===== src/rtl/iq_pair_sink.sv =====
// Receiver for the DDC DATA_RDY/DATA_ACK word handshake.
// Reassembles I/Q word pairs and buffers them in a FWFT FIFO.
module iq_pair_sink #(
  parameter  int DEPTH   = 16,
  parameter  int TIMEOUT = 64,
  localparam int AW      = $clog2(DEPTH),
  localparam int LW      = AW + 1
) (
  input  logic          CIC_CLK,
  input  logic          CLK_RDY,
  input  logic [15:0]   DATA_IN,
  input  logic          DATA_RDY,
  output logic          DATA_ACK,
  output logic          FLAG_F,
  input  logic          RD_EN,
  output logic [31:0]   RD_DATA,
  output logic          RD_VALID,
  output logic [LW-1:0] LEVEL,
  output logic [15:0]   OVR_CNT,
  output logic [15:0]   TMO_CNT
);

  localparam int TW = $clog2(TIMEOUT + 1);
  localparam logic [TW-1:0] TMAX = TW'(TIMEOUT - 1);
  localparam logic [LW-1:0] FULL = LW'(DEPTH);

  typedef enum logic [1:0] {
    S_I, S_I_REL, S_Q, S_Q_REL
  } state_t;

  state_t        state_q, state_d;
  logic [15:0]   i_q, i_d;
  logic [15:0]   q_q, q_d;
  logic          ack_q, ack_d;
  logic          rdy_q;
  logic          flag_q;
  logic [TW-1:0] tmr_q, tmr_d;
  logic [15:0]   ovr_q, ovr_d;
  logic [15:0]   tmo_q, tmo_d;
  logic [LW-1:0] wptr_q, wptr_d;
  logic [LW-1:0] rptr_q, rptr_d;
  logic [LW-1:0] level_d;
  logic [31:0]   mem [DEPTH];
  logic          wr, pop, full, rvalid;

  assign LEVEL  = wptr_q - rptr_q;
  assign full   = (LEVEL == FULL);
  assign rvalid = (LEVEL != '0);
  assign pop    = RD_EN && rvalid;

  always_comb begin
    state_d = state_q;
    i_d     = i_q;
    q_d     = q_q;
    ack_d   = ack_q;
    tmr_d   = tmr_q;
    ovr_d   = ovr_q;
    tmo_d   = tmo_q;
    wr      = 1'b0;
    unique case (state_q)
      S_I: begin
        if (DATA_RDY && !full) begin
          i_d     = DATA_IN;
          ack_d   = 1'b0;
          state_d = S_I_REL;
        end else if (DATA_RDY && !rdy_q && full) begin
          if (ovr_q != 16'hFFFF) ovr_d = ovr_q + 16'd1;
        end
      end
      S_I_REL: begin
        if (!DATA_RDY) begin
          ack_d   = 1'b1;
          tmr_d   = '0;
          state_d = S_Q;
        end
      end
      S_Q: begin
        if (DATA_RDY) begin
          q_d     = DATA_IN;
          ack_d   = 1'b0;
          state_d = S_Q_REL;
        end else if (tmr_q == TMAX) begin
          if (tmo_q != 16'hFFFF) tmo_d = tmo_q + 16'd1;
          state_d = S_I;
        end else begin
          tmr_d = tmr_q + TW'(1);
        end
      end
      S_Q_REL: begin
        if (!DATA_RDY) begin
          ack_d   = 1'b1;
          wr      = 1'b1;
          state_d = S_I;
        end
      end
      default: state_d = S_I;
    endcase
  end

  always_comb begin
    wptr_d  = wptr_q + (wr  ? LW'(1) : LW'(0));
    rptr_d  = rptr_q + (pop ? LW'(1) : LW'(0));
    level_d = wptr_d - rptr_d;
  end

  always_ff @(posedge CIC_CLK or negedge CLK_RDY) begin
    if (!CLK_RDY) begin
      state_q <= S_I;
      i_q     <= '0;
      q_q     <= '0;
      ack_q   <= 1'b1;
      rdy_q   <= 1'b0;
      flag_q  <= 1'b1;
      tmr_q   <= '0;
      ovr_q   <= '0;
      tmo_q   <= '0;
      wptr_q  <= '0;
      rptr_q  <= '0;
    end else begin
      state_q <= state_d;
      i_q     <= i_d;
      q_q     <= q_d;
      ack_q   <= ack_d;
      rdy_q   <= DATA_RDY;
      flag_q  <= (level_d != FULL);
      tmr_q   <= tmr_d;
      ovr_q   <= ovr_d;
      tmo_q   <= tmo_d;
      wptr_q  <= wptr_d;
      rptr_q  <= rptr_d;
    end
  end

  // Storage needs no reset; RD_DATA is masked while empty.
  always_ff @(posedge CIC_CLK) begin
    if (wr) mem[wptr_q[AW-1:0]] <= {i_q, q_q};
  end

  assign RD_DATA  = rvalid ? mem[rptr_q[AW-1:0]] : 32'd0;
  assign RD_VALID = rvalid;
  assign DATA_ACK = ack_q;
  assign FLAG_F   = flag_q;
  assign OVR_CNT  = ovr_q;
  assign TMO_CNT  = tmo_q;

endmodule


===== config.mk =====
export PLATFORM = sky130hd
export DESIGN_NAME = iq_pair_sink
export DESIGN_NICKNAME = d
export VERILOG_FILES = /design/src/rtl/iq_pair_sink.sv
export SDC_FILE = /design/constraint.sdc
export NUM_CORES = 1
export LEC_CHECK = 0
export BUFFER_PORTS_ARGS = -buffer_cell sky130_fd_sc_hd__clkbuf_2
export CAP_MARGIN = 30
export CORE_UTILIZATION = 35
export CTS_CLUSTER_SIZE = 24
export DETAILED_ROUTE_END_ITERATION = 10
export GPL_TIMING_DRIVEN = 0
export HOLD_SLACK_MARGIN = 0.06
export PLACE_DENSITY = 0.59
export SLEW_MARGIN = 5
export SYNTH_ARGS = -nofsm -noshare
export SYNTH_HDL_FRONTEND = slang
export SYNTH_SLANG_ARGS = --single-unit

===== constraint.sdc =====
create_clock -name CIC_CLK -period 5.1 [get_ports CIC_CLK]
set_input_delay 0.255 -clock CIC_CLK [delete_from_list [all_inputs] [get_ports CIC_CLK]]
set_output_delay 0.255 -clock CIC_CLK [all_outputs]
set_load 0.03 [all_outputs]

; ---- Word-level counts from Yosys, hierarchy flattened
; Memories as Yosys holds them, arrays and structs flattened.
; Cells that the tools add are included.
[totals]
register_bits = 86
ramBits = 512
in_bits = 20
out_inout_bits = 72
elab_cells = 75
memories = 1
[mem_list]
columns = memory, words, word_bits, read_ports, rd_clocked_by_memory_dff, wr, line_no
row1 = mem, 16, 32, 1, 0, 1, 43  ; logic [31:0] mem [DEPTH];
[op_classes]
n_addsub = 7
n_eq_ne = 16
muxes = 21
bitwise = 2
reduce_logical = 17
[op_table]
columns = operator, n
row1 = "16-bit by 1-bit adder with 16-bit output, second input constant", 2
row2 = 32-bit 2-to-1 mux, 1
row3 = "16-bit inequality test, second input constant", 2
row4 = 7-bit 2-to-1 mux, 3
row5 = 4-bit AND reduction, 4
row6 = "2-bit inequality test, second input constant", 7
row7 = 7-bit case mux with 2 select lines, 1
row8 = 5-bit by 1-bit adder with 5-bit output, 2
row9 = 2-bit 2-to-1 mux, 5
row10 = 5-bit subtractor, 2
row11 = 1-bit 2-to-1 mux, 9
row12 = 2-bit case mux with 4 select lines, 1
row13 = "7-bit by 1-bit adder with 7-bit output, second input constant", 1
row14 = "7-bit by 6-bit == test with 1-bit output, second input constant", 1
row15 = "5-bit == test, second input constant", 1
row16 = "5-bit inequality test, second input constant", 1
row17 = 5-bit nonzero test, 1
row18 = "2-bit == test, second input constant", 2
row19 = 1-bit logical AND, 4
row20 = 2-bit AND reduction, 2
row21 = "3-bit inequality test, second input constant", 1
row22 = 1-bit case mux with 3 select lines, 1
row23 = 3-bit AND reduction, 1
row24 = "2-bit by 1-bit == test with 1-bit output, second input constant", 1
row25 = other kinds (5), 7

; ---- Longest topological paths before layout
; Gate-level depths: netlist of the first run.
[depth]
depth_word = 7
depth_mapped = 20
ltp_nobuf = 18

; ---- Worst setup path after synthesis of the first run
; OpenSTA, ideal clock, no wires.
[synth_path]
kind = register -> register
startpoint = register rptr_q[3]
endpoint = register flag_q, in the netlist FLAG_F
arrival_time_ns = 4.040
setup_slack_ns = 0.971
path_stages_with_launch = 20
period_less_slack_ns = 4.129
path_cell_list = dfrtp_1 clkbuf_1 clkbuf_1 inv_1 ha_1 nor2_1 a21oi_1 xnor2_1 a21oi_1 clkbuf_1 nor2b_1 ha_1 ha_1 inv_1 ha_1 nor2b_1 o21ai_0 nand2b_1 o31ai_1 nand4_1
[synth_via]
elab_chain_cells = 7
[synth_rtl]
columns = element, line_no
row1 = start: declaration, 41  ; logic [LW-1:0] rptr_q, rptr_d;
row2 = start signal: assignment, 130  ; rptr_q <= rptr_d;
row3 = 5-bit subtractor, 46  ; assign LEVEL = wptr_q - rptr_q;
row4 = named net LEVEL[4], 18  ; output logic [LW-1:0] LEVEL,
row5 = 5-bit nonzero test, 48  ; assign rvalid = (LEVEL != '0);
row6 = 1-bit logical AND, 49  ; assign pop = RD_EN && rvalid;
row7 = 1-bit 2-to-1 mux, 102  ; rptr_d = rptr_q + (pop ? LW'(1) : LW'(0));
row8 = 5-bit by 1-bit adder with 5-bit output, 102
row9 = named net rptr_d[1], 41
row10 = 5-bit subtractor, 103  ; level_d = wptr_d - rptr_d;
row11 = 5-bit inequality test, 125  ; flag_q <= (level_d != FULL);
row12 = end signal: assignment, 125
row13 = end: declaration, 36  ; logic flag_q;
; The timed path passes the listed nets, and every way through them passes these cells.
; A chain may end at the register's enable or synchronous reset.

; ---- Worst setup path in the final report of the first run
[layout_path]
startpoint = register rptr_q[1]
endpoint = output RD_DATA[22]
[layout_via]
elab_chain_cells = 3
word_cells_on_any_way = 4
cone_classes = add/sub (1) / mux (1) / reduce/logical (1) / memory (1)
[layout_rtl]
columns = element, line_no
row1 = 5-bit subtractor, 46
row2 = 5-bit nonzero test, 48
row3 = 32-bit 2-to-1 mux (*), 139  ; assign RD_DATA = rvalid ? mem[rptr_q[AW-1:0]] : 32'd0;
row4 = end: declaration, 16  ; output logic [31:0] RD_DATA,
; Every way passes the cells marked *; elsewhere a longest branch is shown, timed or not.

==> reports/qor.yml, run 1 <==
routed_length_per_placed_instance_um: 25.1
max_cap_viol_count: 0
syn_area_um2: 23400
finalWirelength_um: 55600
yosys_register_bits: 598
max-vdd-ir-drop_v: 0.000287
leakage_nw: 9.33
post_synth.cell_area_avg_um2: 21.3
clockRootBuffer: "clkbuf_16"
dieArea_um2: 67900
critPathMaxStageDelay_ns: 0.64
numClockSinks: 598
worst_setup_path_start_kind: "flop"
ys_warn_count: 0
fin_total_pwr_mw: 16.1
final_antenna_net_count: 0
insertedDiodeCount: 0
worstSetupEndpointType: "output pin"
path_cells: "clkbuf_2, clkbuf_2, inv_1, ha_1, nand3b_1, a211o_1, a21oi_1, buf_4, clkbuf_1, nor2b_1, clkbuf_2"
synth_sequential_area_ratio_pct: 74.9
cts_tree: "yes"
cts.reportedPaths.clkPinSlew_ns: 0.06
hold_ws_ns: 0.224
groute.usage.overall_pct: 16.7
worst-path-buf-inv: 6
syn-instance-count: 1101
buffer_ports.inserted: 91
synth_edf_count: 512
classification_of_the_worst_slack_hold_path: "input port to async pin"
grt_first_pass_wirelength_um: 81100
layout-area-overhead-vs-synth_pct: 17.7
pin_count_of_the_biggest_net_entering_global_routing: 48
max_freq_mhz: 215
die-height_um: 261
slew_violations: 0
floorplan.initialDensity_pct: 35.5
crit_slowest_cell: "dfrtp_1"
worstSetupPathType: "flop to output pin"
power.density_cell_area_nw_per_um2: 583
core_area_um2: 66000
share_of_final_layout_standard_cells_stronger_than_drive_strength_1_pct: 32.6
worst_ep_arrival_time_ns: 4.40
cts.htree.levels: 2
mappedNetlistNets: 1137
grt_pass1_vias: 12000
drc: 12
synth_ff_type: "edfxtp_1"
critPathTopFamily: "buffers and inverters"
dp_hpwl_um: 35500
period_minus_slack_ns: 4.66
number_of_buffers_created_by_cts: 58
detailedRoute.firstIterationViolations: 1057
clock_skew_ns: 0.0350
worst_skew_pair.late_latency_ns: 0.63
rsz_0062_raised_after_global_routing: "no"
setup_viol_count_final: 0
path_max_fanout: 10
async_sr_flop_fraction_pct: 14.4
gp_congestion: 0.735
timing.final.crit_share_pct: 91.3
finalCoreUtilization_pct: 41.7
vias_per_cell: 5.26
num_vias: 11700
worstPathRequired_ns: 4.85
synth_cell_types: 42
run_status: "finished, violations left"
grt_antenna_before_repair: 0
fp.dieW_um: 261
num_io_pins: 92
nNetsFinal: 1343
relSlewSlack_pct: 35.2
failed_checks: "DRC"
rows: 94
worst_pin_slew_ns: 0.972
timing.final.hold_violations: 0
clock_path_buffers: 3
firstDrtPassIters: 8
worst_path_most_repeated_cell: "clkbuf_2"
globalRoute.totalOverflow: 0
==> layer usage <==
| layer | track usage, % | vias to the layer above | wire length [um] |
|---|---|---|---|
| met2 | 26.0 | 380 | 26000 |
| met5 | 0 | - | 0 |
| met3 | 2.65 | 72 | 3460 |
| li1 | - | 4914 | - |
| met4 | 4.37 | 0 | 1100 |
| met1 | 24.5 | 6295 | 25000 |
==> cell usage after synthesis (2+ instances only) <==
cell        n  area [um2]
o311a_1     2        20.0
buf_1       5        18.8
a21oi_1     4        20.0
buf_4       4        30.0
mux2_2     34         383
mux4_2    160        3600
buf_2      14        70.1
and4_1      4        35.0
nand4_1     9        56.3
nor3_1     15        75.1
or3_1       2        12.5
xnor2_1    24         210
nor3b_1     2        15.0
edfxtp_1  512       15400
a31oi_1     3        18.8
nand2b_1    9        56.3
nor2b_1    34         213
nor3_2      2        20.0
nand2_1    20        75.1
dfrtp_1    84        2100
dfstp_2     2        52.6
o21ai_0     5        25.0
ha_1       15         188
and3_1      3        18.8
xor2_1     20         175
nand3b_1    3        22.5
inv_1      18        67.6
nor2_1     30         113
nand3_1    27         135
clkbuf_1   23        86.3
==> stage by stage <==
step | TNS (ns) | cells | setup slack [ns] | area, um2
2_1_floorplan | 0 | 1101 | 0.971 | 23400
3_3_place_gp | -286.74 | 2056 | -2.08 | 24900
3_5_place_dp | -0.306 | 2091 | -0.306 | 25500
4_1_cts | 0 | 2217 | 0.165 | 27500
5_1_grt | 0 | 2218 | 0.0414 | 27500
6_report | 0 | 2218 | 0.443 | 27500
==> placed cells by master, fill, tap and decap left out, types with 6 or more instances in the layout <==
| cell type | netlist | final |
|---|---|---|
| nor3_2 | 2 | 6 |
| buf_12 | 0 | 13 |
| edfxtp_1 | 512 | 512 |
| nand2b_1 | 9 | 9 |
| nand3_1 | 27 | 27 |
| nor2_4 | 0 | 12 |
| ha_1 | 15 | 15 |
| clkbuf_16 | 0 | 58 |
| buf_2 | 14 | 14 |
| clkinv_2 | 0 | 6 |
| mux2_2 | 34 | 34 |
| buf_4 | 4 | 19 |
| inv_1 | 18 | 18 |
| clkbuf_2 | 0 | 93 |
| clkbuf_1 | 23 | 37 |
| dlygate4sd3_1 | 0 | 19 |
| clkinv_1 | 0 | 14 |
| xor2_1 | 20 | 20 |
| mux4_2 | 160 | 160 |
| xnor2_1 | 24 | 24 |
| nand2_1 | 20 | 20 |
| nor2b_1 | 34 | 34 |
| nor2_1 | 30 | 18 |
| nand4_1 | 9 | 9 |
| nor3_1 | 15 | 11 |
| dfrtp_1 | 84 | 84 |
==> flip-flops by register name, summed over array words and instances (netlist names), 5 cells and up <==
register  count
tmr_q         7
rptr_q        5
mem         512
i_q          16
OVR_CNT      16
q_q          16
TMO_CNT      16
wptr_q        5
==> power by group <==
group | switching [mW] | leakage, nW | internal [mW]
sequential | 0.711 | 5.70 | 6.24
clock | 1.82 | 0.874 | 2.31
combinational | 2.85 | 2.75 | 2.14
==> cells by family (layout without fill, tap and decap cells) <==
group | Yosys count | count (layout) | synth area share, %
AOI/OAI and AO/OA | 18 | 18 | 0.513
xor gates and xnor gates | 44 | 44 | 1.65
adders and majority gates | 16 | 16 | 0.888
buffers and inverters | 65 | 318 | 1.18
DFF | 598 | 598 | 74.9
muxes | 195 | 195 | 17.1
and+or+nand+nor | 165 | 165 | 3.78
==> cell type report <==
class                   count  area (um2)
flip-flops and latches    598       17500
clock buffers              76        1520
fillers                  5722       38400
multi-input cells         438        5710
repair buffers            147        1140
inverters                  19        71.3
plain buffers              45         205
clock inverters            31         294
well taps                 864        1080
==> worst paths after layout <==
| kind | start | to | slack, ns | cells past startpoint |
|---|---|---|---|---|
| setup / recovery | rptr_q[1]$_DFF_PN0_ | RD_DATA[22] | 0.44 | 11 |
| max in group asynchronous | CLK_RDY | q_q[13]$_DFFE_PN0P_ | 4.20 | 3 |
| min in group CIC_CLK | DATA_RDY | rdy_q$_DFF_PN0_ | 0.43 | 2 |
| hold / removal | CLK_RDY | OVR_CNT[7]$_DFFE_PN0P_ | 0.22 | 2 |
| setup reg to reg | rptr_q[1]$_DFF_PN0_ | FLAG_F$_DFF_PN1_ | 0.49 | 18 |
| hold reg to reg | OVR_CNT[6]$_DFFE_PN0P_ | OVR_CNT[6]$_DFFE_PN0P_ | 0.49 | 1 |
==> what timing repair did <==
| item | 4_1_cts | 5_1_grt |
|---|---|---|
| resized for setup | 2 | 2 |
| setup endpoints to repair | 18 | 3 |
| endpoints found under the hold margin | 82 | 0 |
| gates cloned | 0 | 0 |
| buffers inserted | 0 | 0 |
| hold buffers | 19 | 0 |
No activity file was read; power rests on OpenSTA's default activity.
==> run 2, diff against run 1 <==
--- a/config.mk
+++ b/config.mk
@@ -13,5 +13,5 @@
 export GPL_TIMING_DRIVEN = 0
 export HOLD_SLACK_MARGIN = 0.06
-export PLACE_DENSITY = 0.59
+export PLACE_DENSITY_LB_ADDON = 0.2
 export SLEW_MARGIN = 5
 export SYNTH_ARGS = -nofsm -noshare
==> constraint.sdc (replaced) <==
create_clock -name CIC_CLK -period 5.1 [get_ports CIC_CLK]
set_input_delay 0.255 -clock CIC_CLK [delete_from_list [all_inputs] [get_ports CIC_CLK]]
set_output_delay 0.255 -clock CIC_CLK [all_outputs]
set_load 0.02 [all_outputs]
==> run 2 against run 1 <==
Effect of this change:
- the run still ends with DRC left
- sequential power barely moved
- die area did not move
- count of clock-buffer cells in the layout rose by 8
- critical path type unchanged
- critical endpoint is now RD_DATA[10]
- largest cell class unchanged
==> reports/qor.yml, run 2 (synthesis gave the netlist of run 1 again) <==
failed_checks: "DRC"
gp_congestion: 0.749  # +1.8%
relSlewSlack_pct: 34.2  # -1.0 points
share_of_final_layout_standard_cells_stronger_than_drive_strength_1_pct: 34.1  # +1.6 points
layout-area-overhead-vs-synth_pct: 20.0
worstPathRequired_ns: 4.85  # about the same
classification_of_the_worst_slack_hold_path: "input port to flop"
worst_r2r_path_depth: 18  # unchanged
multi_input_area_um2: 5710  # about the same
critPathTopFamily: "buffers and inverters"
cts.htree.levels: 3  # +1
r2r-end: "FLAG_F$_DFF_PN1_"
worst_skew_pair.late_latency_ns: 0.59  # -0.04 ns
detailedRoute.firstIterationViolations: 830  # -21%
area_taken_by_flip_flops_and_latches_um2: 17500  # unchanged
rsz_0062_raised_after_global_routing: "no"
hold_depth: 3
num_io_pins: 92  # unchanged
largest_register_ff_count: 512  # unchanged
finalCoreUtilization_pct: 42.6  # +0.83 points
buffer_ports.inserted: 91  # unchanged
layout.filler_cells: 5716  # -0.10%
worstSetupEndpointType: "output pin"
power.density_cell_area_nw_per_um2: 587  # +0.60%
dpl_worst_slack_ns: -0.892  # -0.587 ns
critPathMaxStageDelay_ns: 0.63  # about the same
num_vias: 11600  # -0.74%
slew_violations: 0  # unchanged
period_minus_slack_ns: 4.64  # -0.0159 ns
clock_path_buffers: 3  # unchanged
max_freq_mhz: 215  # +0.34%
finalWirelength_um: 57600  # +3.6%
timing.final.crit_share_pct: 91.0  # -0.31 points
path_max_fanout: 15  # +5
dp_hpwl_um: 36900  # +3.8%
layout.cells.most_common: "edfxtp_1"
grt_pass1_vias: 12200  # +1.5%
hold_start: "RD_EN"
path_cells: "clkbuf_2, clkbuf_4, inv_1, ha_1, nand3b_1, a211o_1, a21oi_2, buf_4, clkbuf_1, nor2b_1, clkbuf_2"
setup.reg_to_reg.worst_slack_ns: 0.50  # about the same
routed_length_per_placed_instance_um: 25.8  # +2.8%
globalRoute.totalOverflow: 0  # unchanged
max-vdd-ir-drop_v: 0.000307  # +6.9%
worst-path-buf-inv: 6  # unchanged
number_of_buffers_created_by_cts: 66  # +14%
grt_antenna_before_repair: 0  # unchanged
mostFrequentLayoutCells: "edfxtp_1, mux4_2, clkbuf_2"
dieArea_um2: 67900  # unchanged
worst_path_most_repeated_cell: "clkbuf_2"
worst_setup_path_start_kind: "flop"
worst_ep_arrival_time_ns: 4.39  # about the same
rows: 94  # unchanged
floorplan.initialDensity_pct: 35.5  # unchanged
insertedDiodeCount: 0  # unchanged
run_status: "finished, violations left"
postCtsSetupBuffers: 0  # unchanged
clockRootBuffer: "clkbuf_16"
worstSetupPathType: "flop to output pin"
setup_viol_count_final: 0  # unchanged
core_area_um2: 66000  # unchanged
vias_per_cell: 5.18  # -1.5%
worst_pin_slew_ns: 0.988  # +0.0152 ns
fp.dieW_um: 261  # unchanged
cts_tree: "yes"
pin_count_of_the_biggest_net_entering_global_routing: 45  # -6.3%
worst_r2r_startpoint: "rptr_q[1]$_DFF_PN0_"
groute.usage.overall_pct: 17.5  # +0.74 points
crit_slowest_cell: "dfrtp_1"
clock_skew_ns: 0.0219  # -0.0131 ns
leakage_nw: 9.58  # +2.7%
die-height_um: 261  # unchanged
hold_end: "rptr_q[0]$_DFF_PN0_"
nNetsFinal: 1354  # +0.82%
drc: 10  # -2
timing.final.ws_setup_ns: 0.459  # +0.0159 ns
max_cap_viol_count: 0  # unchanged
final_antenna_net_count: 0  # unchanged
timing.final.hold_violations: 0  # unchanged
cts.reportedPaths.clkPinSlew_ns: 0.06  # about the same
numClockSinks: 598  # unchanged
firstDrtPassIters: 8  # unchanged
grt_first_pass_wirelength_um: 83800  # +3.4%
run 2: cell types whose count changed in the layout (fill, tap and decap cells not counted), sizes merged:
cell         change
dlygate4sd3      -1
bufinv           +2
buf              +5
clkinv           +2
clkbuf           +7
clkinvlp         +2
run 2: metal layers:
| layer | track usage, % | vias up | share of wire (%) |
|---|---|---|---|
| li1 | - | 4935 | - |
| met1 | 25.0 | 6239 | 46 |
| met2 | 27.1 | 329 | 47 |
| met3 | 4.27 | 72 | 6.1 |
| met4 | 3.75 | 0 | 1.5 |
| met5 | 0 | - | 0 |
run 2: final cells by class:
cell class	instances	share of cell area [%]
Multi-Input combinational cell	438	20.3
Timing Repair Buffer	151	4.66
Tap cell	864	3.85
Clock buffer	84	6.45
Clock inverter	37	1.35
Inverter	19	0.254
Buffer	44	0.722
Sequential cell	598	62.4
run 2: what timing repair did:
action / 4_1_cts / 5_1_grt
setup endpoints to repair: 22 / 1
hold endpoints to repair: 78 / 0
hold buffers: 18 / 0
resized for setup: 4 / 1
run 2: per-stage QoR:
step | std cells | area, um2 | hold slack, ns | power (mW) | setup TNS (ns)
3_3_place_gp | 2056 | 24900 | 0.468 | 11.7 | -373.36
3_5_place_dp | 2097 | 25700 | 0.359 | 11.9 | -1.11
2_1_floorplan | 1101 | 23400 | -0.0406 | 9.98 | 0
5_1_grt | 2235 | 28100 | 0.104 | 17.2 | 0
4_1_cts | 2235 | 28100 | 0.0765 | 16.7 | 0
6_report | 2235 | 28100 | 0.116 | 16.5 | 0
run 2: power breakdown:
| group | leakage, nW | switching [mW] | internal (mW) | total [mW] |
|---|---|---|---|---|
| combinational | 2.82 | 2.63 | 2.14 | 4.77 |
| clock | 1.06 | 1.93 | 2.84 | 4.77 |
| sequential | 5.70 | 0.698 | 6.24 | 6.94 |
run 2: how the worst max path moves through the flow:
stage,slack [ns],depth (start not counted),from,endpoint
2_1_floorplan,1.11,19,rptr_q[3]$_DFF_PN0_,FLAG_F$_DFF_PN1_
3_3_place_gp,-2.39,4,state_q[0]$_DFFE_PN0P_,mem[0][20]$_DFFE_PP_
3_5_place_dp,-0.89,19,rptr_q[1]$_DFF_PN0_,FLAG_F$_DFF_PN1_
4_1_cts,0.08,19,rptr_q[1]$_DFF_PN0_,FLAG_F$_DFF_PN1_
5_1_grt,0.24,18,rptr_q[1]$_DFF_PN0_,FLAG_F$_DFF_PN1_
6_report,0.46,11,rptr_q[1]$_DFF_PN0_,RD_DATA[10]
run 2: tightest hold or removal path, cell delays in order:
cell      delay (ns)
clkbuf_2        0.12
nor2b_1         0.14
ha_1            0.15
==> run 3, diff against run 2 <==
Settings changed: CTS_BUF_LIST set to sky130_fd_sc_hd__clkbuf_8 sky130_fd_sc_hd__clkbuf_16.
==> run 3 against run 2 <==
Effect of this change:
- the flow still finishes with violations (DRC)
- sequential cell count is the same
- sequential power about the same
- clock power about the same
- via count decreased by 0.19%
- die area is the same
- first-iteration DRC count up 1.1%
- sequential share of layout area unchanged
- critical path depth unchanged
==> reports/qor.yml, run 3 (synthesis gave the netlist of run 1 again) <==
run_status: "finished, violations left"
failed_checks: "DRC"
cts.reportedPaths.clkPinSlew_ns: 0.06  # about the same
power.density_cell_area_nw_per_um2: 586  # -0.13%
cts.htree.levels: 3  # unchanged
hold_depth: 3  # unchanged
worst_r2r_startpoint: "rptr_q[1]$_DFF_PN0_"
leakage_nw: 9.63  # +0.48%
dp_hpwl_um: 36900  # unchanged
postCtsSetupBuffers: 0  # unchanged
groute.usage.overall_pct: 17.5  # unchanged
final_cells: 2235  # unchanged
globalRoute.totalOverflow: 0  # unchanged
worstSetupEndpointType: "output pin"
worstSetupPathType: "flop to output pin"
routed_length_per_placed_instance_um: 25.8  # about the same
setup.reg_to_reg.worst_slack_ns: 0.51  # about the same
hold_ws_ns: 0.114  # -0.00217 ns
max-vdd-ir-drop_v: 0.000307  # about the same
hold_start: "RD_EN"
timing.final.crit_share_pct: 90.5  # -0.53 points
numClockSinks: 598  # unchanged
rsz_0062_raised_after_global_routing: "no"
final_antenna_net_count: 0  # unchanged
dieArea_um2: 67900  # unchanged
worst_r2r_path_depth: 18  # unchanged
grt_antenna_before_repair: 0  # unchanged
setup_viol_count_final: 0  # unchanged
grt_first_pass_wirelength_um: 83800  # unchanged
number_of_buffers_created_by_cts: 66  # unchanged
finalWirelength_um: 57600  # about the same
layout.cells.most_common: "edfxtp_1"
worst_setup_path_start_kind: "flop"
fp.dieW_um: 261  # unchanged
detailedRoute.firstIterationViolations: 839  # +1.1%
max_freq_mhz: 217  # +0.59%
r2r-end: "FLAG_F$_DFF_PN1_"
worst_path_most_repeated_cell: "clkbuf_2"
nNetsFinal: 1354  # unchanged
firstDrtPassIters: 8  # unchanged
buffer_ports.inserted: 91  # unchanged
area_taken_by_flip_flops_and_latches_um2: 17500  # unchanged
worst_skew_pair.late_latency_ns: 0.60  # about the same
path_cells: "clkbuf_2, clkbuf_4, inv_1, ha_1, nand3b_1, a211o_1, a21oi_2, buf_4, clkbuf_1, nor2b_1, clkbuf_2"
timing.final.hold_violations: 0  # unchanged
num_io_pins: 92  # unchanged
layout.filler_cells: 5716  # unchanged
num_vias: 11600  # -0.19%
grt_pass1_vias: 12200  # unchanged
vias_per_cell: 5.17  # -0.19%
pin_count_of_the_biggest_net_entering_global_routing: 45  # unchanged
period_minus_slack_ns: 4.61  # -0.0270 ns
die-height_um: 261  # unchanged
multi_input_area_um2: 5710  # unchanged
crit_slowest_cell: "dfrtp_1"
numPlacedInstances: 2097  # unchanged
core_area_um2: 66000  # unchanged
relSlewSlack_pct: 34.4  # +0.28 points
clock_path_buffers: 3  # unchanged
gp_congestion: 0.749  # unchanged
floorplan.initialDensity_pct: 35.5  # unchanged
classification_of_the_worst_slack_hold_path: "input port to flop"
critPathMaxStageDelay_ns: 0.62  # about the same
setup_tns_ns: 0  # unchanged
max_cap_viol_count: 0  # unchanged
worst_pin_slew_ns: 0.983  # -0.00418 ns
largest_register_ff_count: 512  # unchanged
cts_tree: "yes"
worst_ep_arrival_time_ns: 4.36  # -0.03 ns
hold_end: "rptr_q[0]$_DFF_PN0_"
drc: 10  # unchanged
layout-area-overhead-vs-synth_pct: 20.0  # unchanged
mostFrequentLayoutCells: "edfxtp_1, mux4_2, clkbuf_2"
rows: 94  # unchanged
fin_total_pwr_mw: 16.5  # -0.13%
clockRootBuffer: "clkbuf_16"
slew_violations: 0  # unchanged
share_of_final_layout_standard_cells_stronger_than_drive_strength_1_pct: 34.1  # unchanged
worstPathRequired_ns: 4.85  # about the same
insertedDiodeCount: 0  # unchanged
clock_skew_ns: 0.0276  # +0.00577 ns
path_max_fanout: 15  # unchanged
run 3: what timing repair did:
action	in CTS	in global routing
hold buffers	18	0
endpoints found under the setup margin	22	1
pin swaps	0	0
hold endpoints to repair	78	0
gates resized for setup	4	1
run 3: worst max path at each step:
stage / endpoint / slack (ns) / start / cells after the start
2_1_floorplan: FLAG_F$_DFF_PN1_ / 1.11 / rptr_q[3]$_DFF_PN0_ / 19
3_3_place_gp: mem[0][20]$_DFFE_PP_ / -2.39 / state_q[0]$_DFFE_PN0P_ / 4
3_5_place_dp: FLAG_F$_DFF_PN1_ / -0.89 / rptr_q[1]$_DFF_PN0_ / 19
4_1_cts: FLAG_F$_DFF_PN1_ / 0.08 / rptr_q[1]$_DFF_PN0_ / 19
5_1_grt: FLAG_F$_DFF_PN1_ / 0.24 / rptr_q[1]$_DFF_PN0_ / 18
6_report: RD_DATA[10] / 0.49 / rptr_q[1]$_DFF_PN0_ / 11
run 3: area by class of cell:
type / count / share of cell area, %
Tap cell: 864 / 3.85
Multi-Input combinational cell: 438 / 20.3
Inverter: 19 / 0.254
Sequential cell: 598 / 62.4
Buffer: 44 / 0.722
Clock buffer: 73 / 6.30
Timing Repair Buffer: 151 / 4.66
Clock inverter: 48 / 1.49
run 3: where the power goes:
part | internal, mW | switching [mW]
Clock | 2.82 | 1.93
Sequential | 6.24 | 0.696
Combinational | 2.14 | 2.63
run 3: per-stage QoR:
stage / setup WS (ns) / util [%] / area [um2]
final: 0.486 / 42.6 / 28100
after global routing: 0.239 / 42.6 / 28100
after CTS: 0.0765 / 42.6 / 28100
after detailed placement: -0.892 / 39.0 / 25700
after global placement: -2.39 / 37.8 / 24900
after floorplan: 1.11 / - / 23400
run 3: critical path, delay by kind of cell, from the launching register on:
kind	cells	cell delay (ns)
buf+inv	6	1.97
compound gates	2	0.63
flops	1	0.62
fa+ha+maj	1	0.28
simple gates	2	0.25
run 3: metal layers:
layer	part of all wire, %	track usage, %	wire length (um)
met5	0	0	0
met4	1.5	3.75	878
met3	6.1	4.27	3530
met2	47	27.1	26900
met1	46	25.0	26200
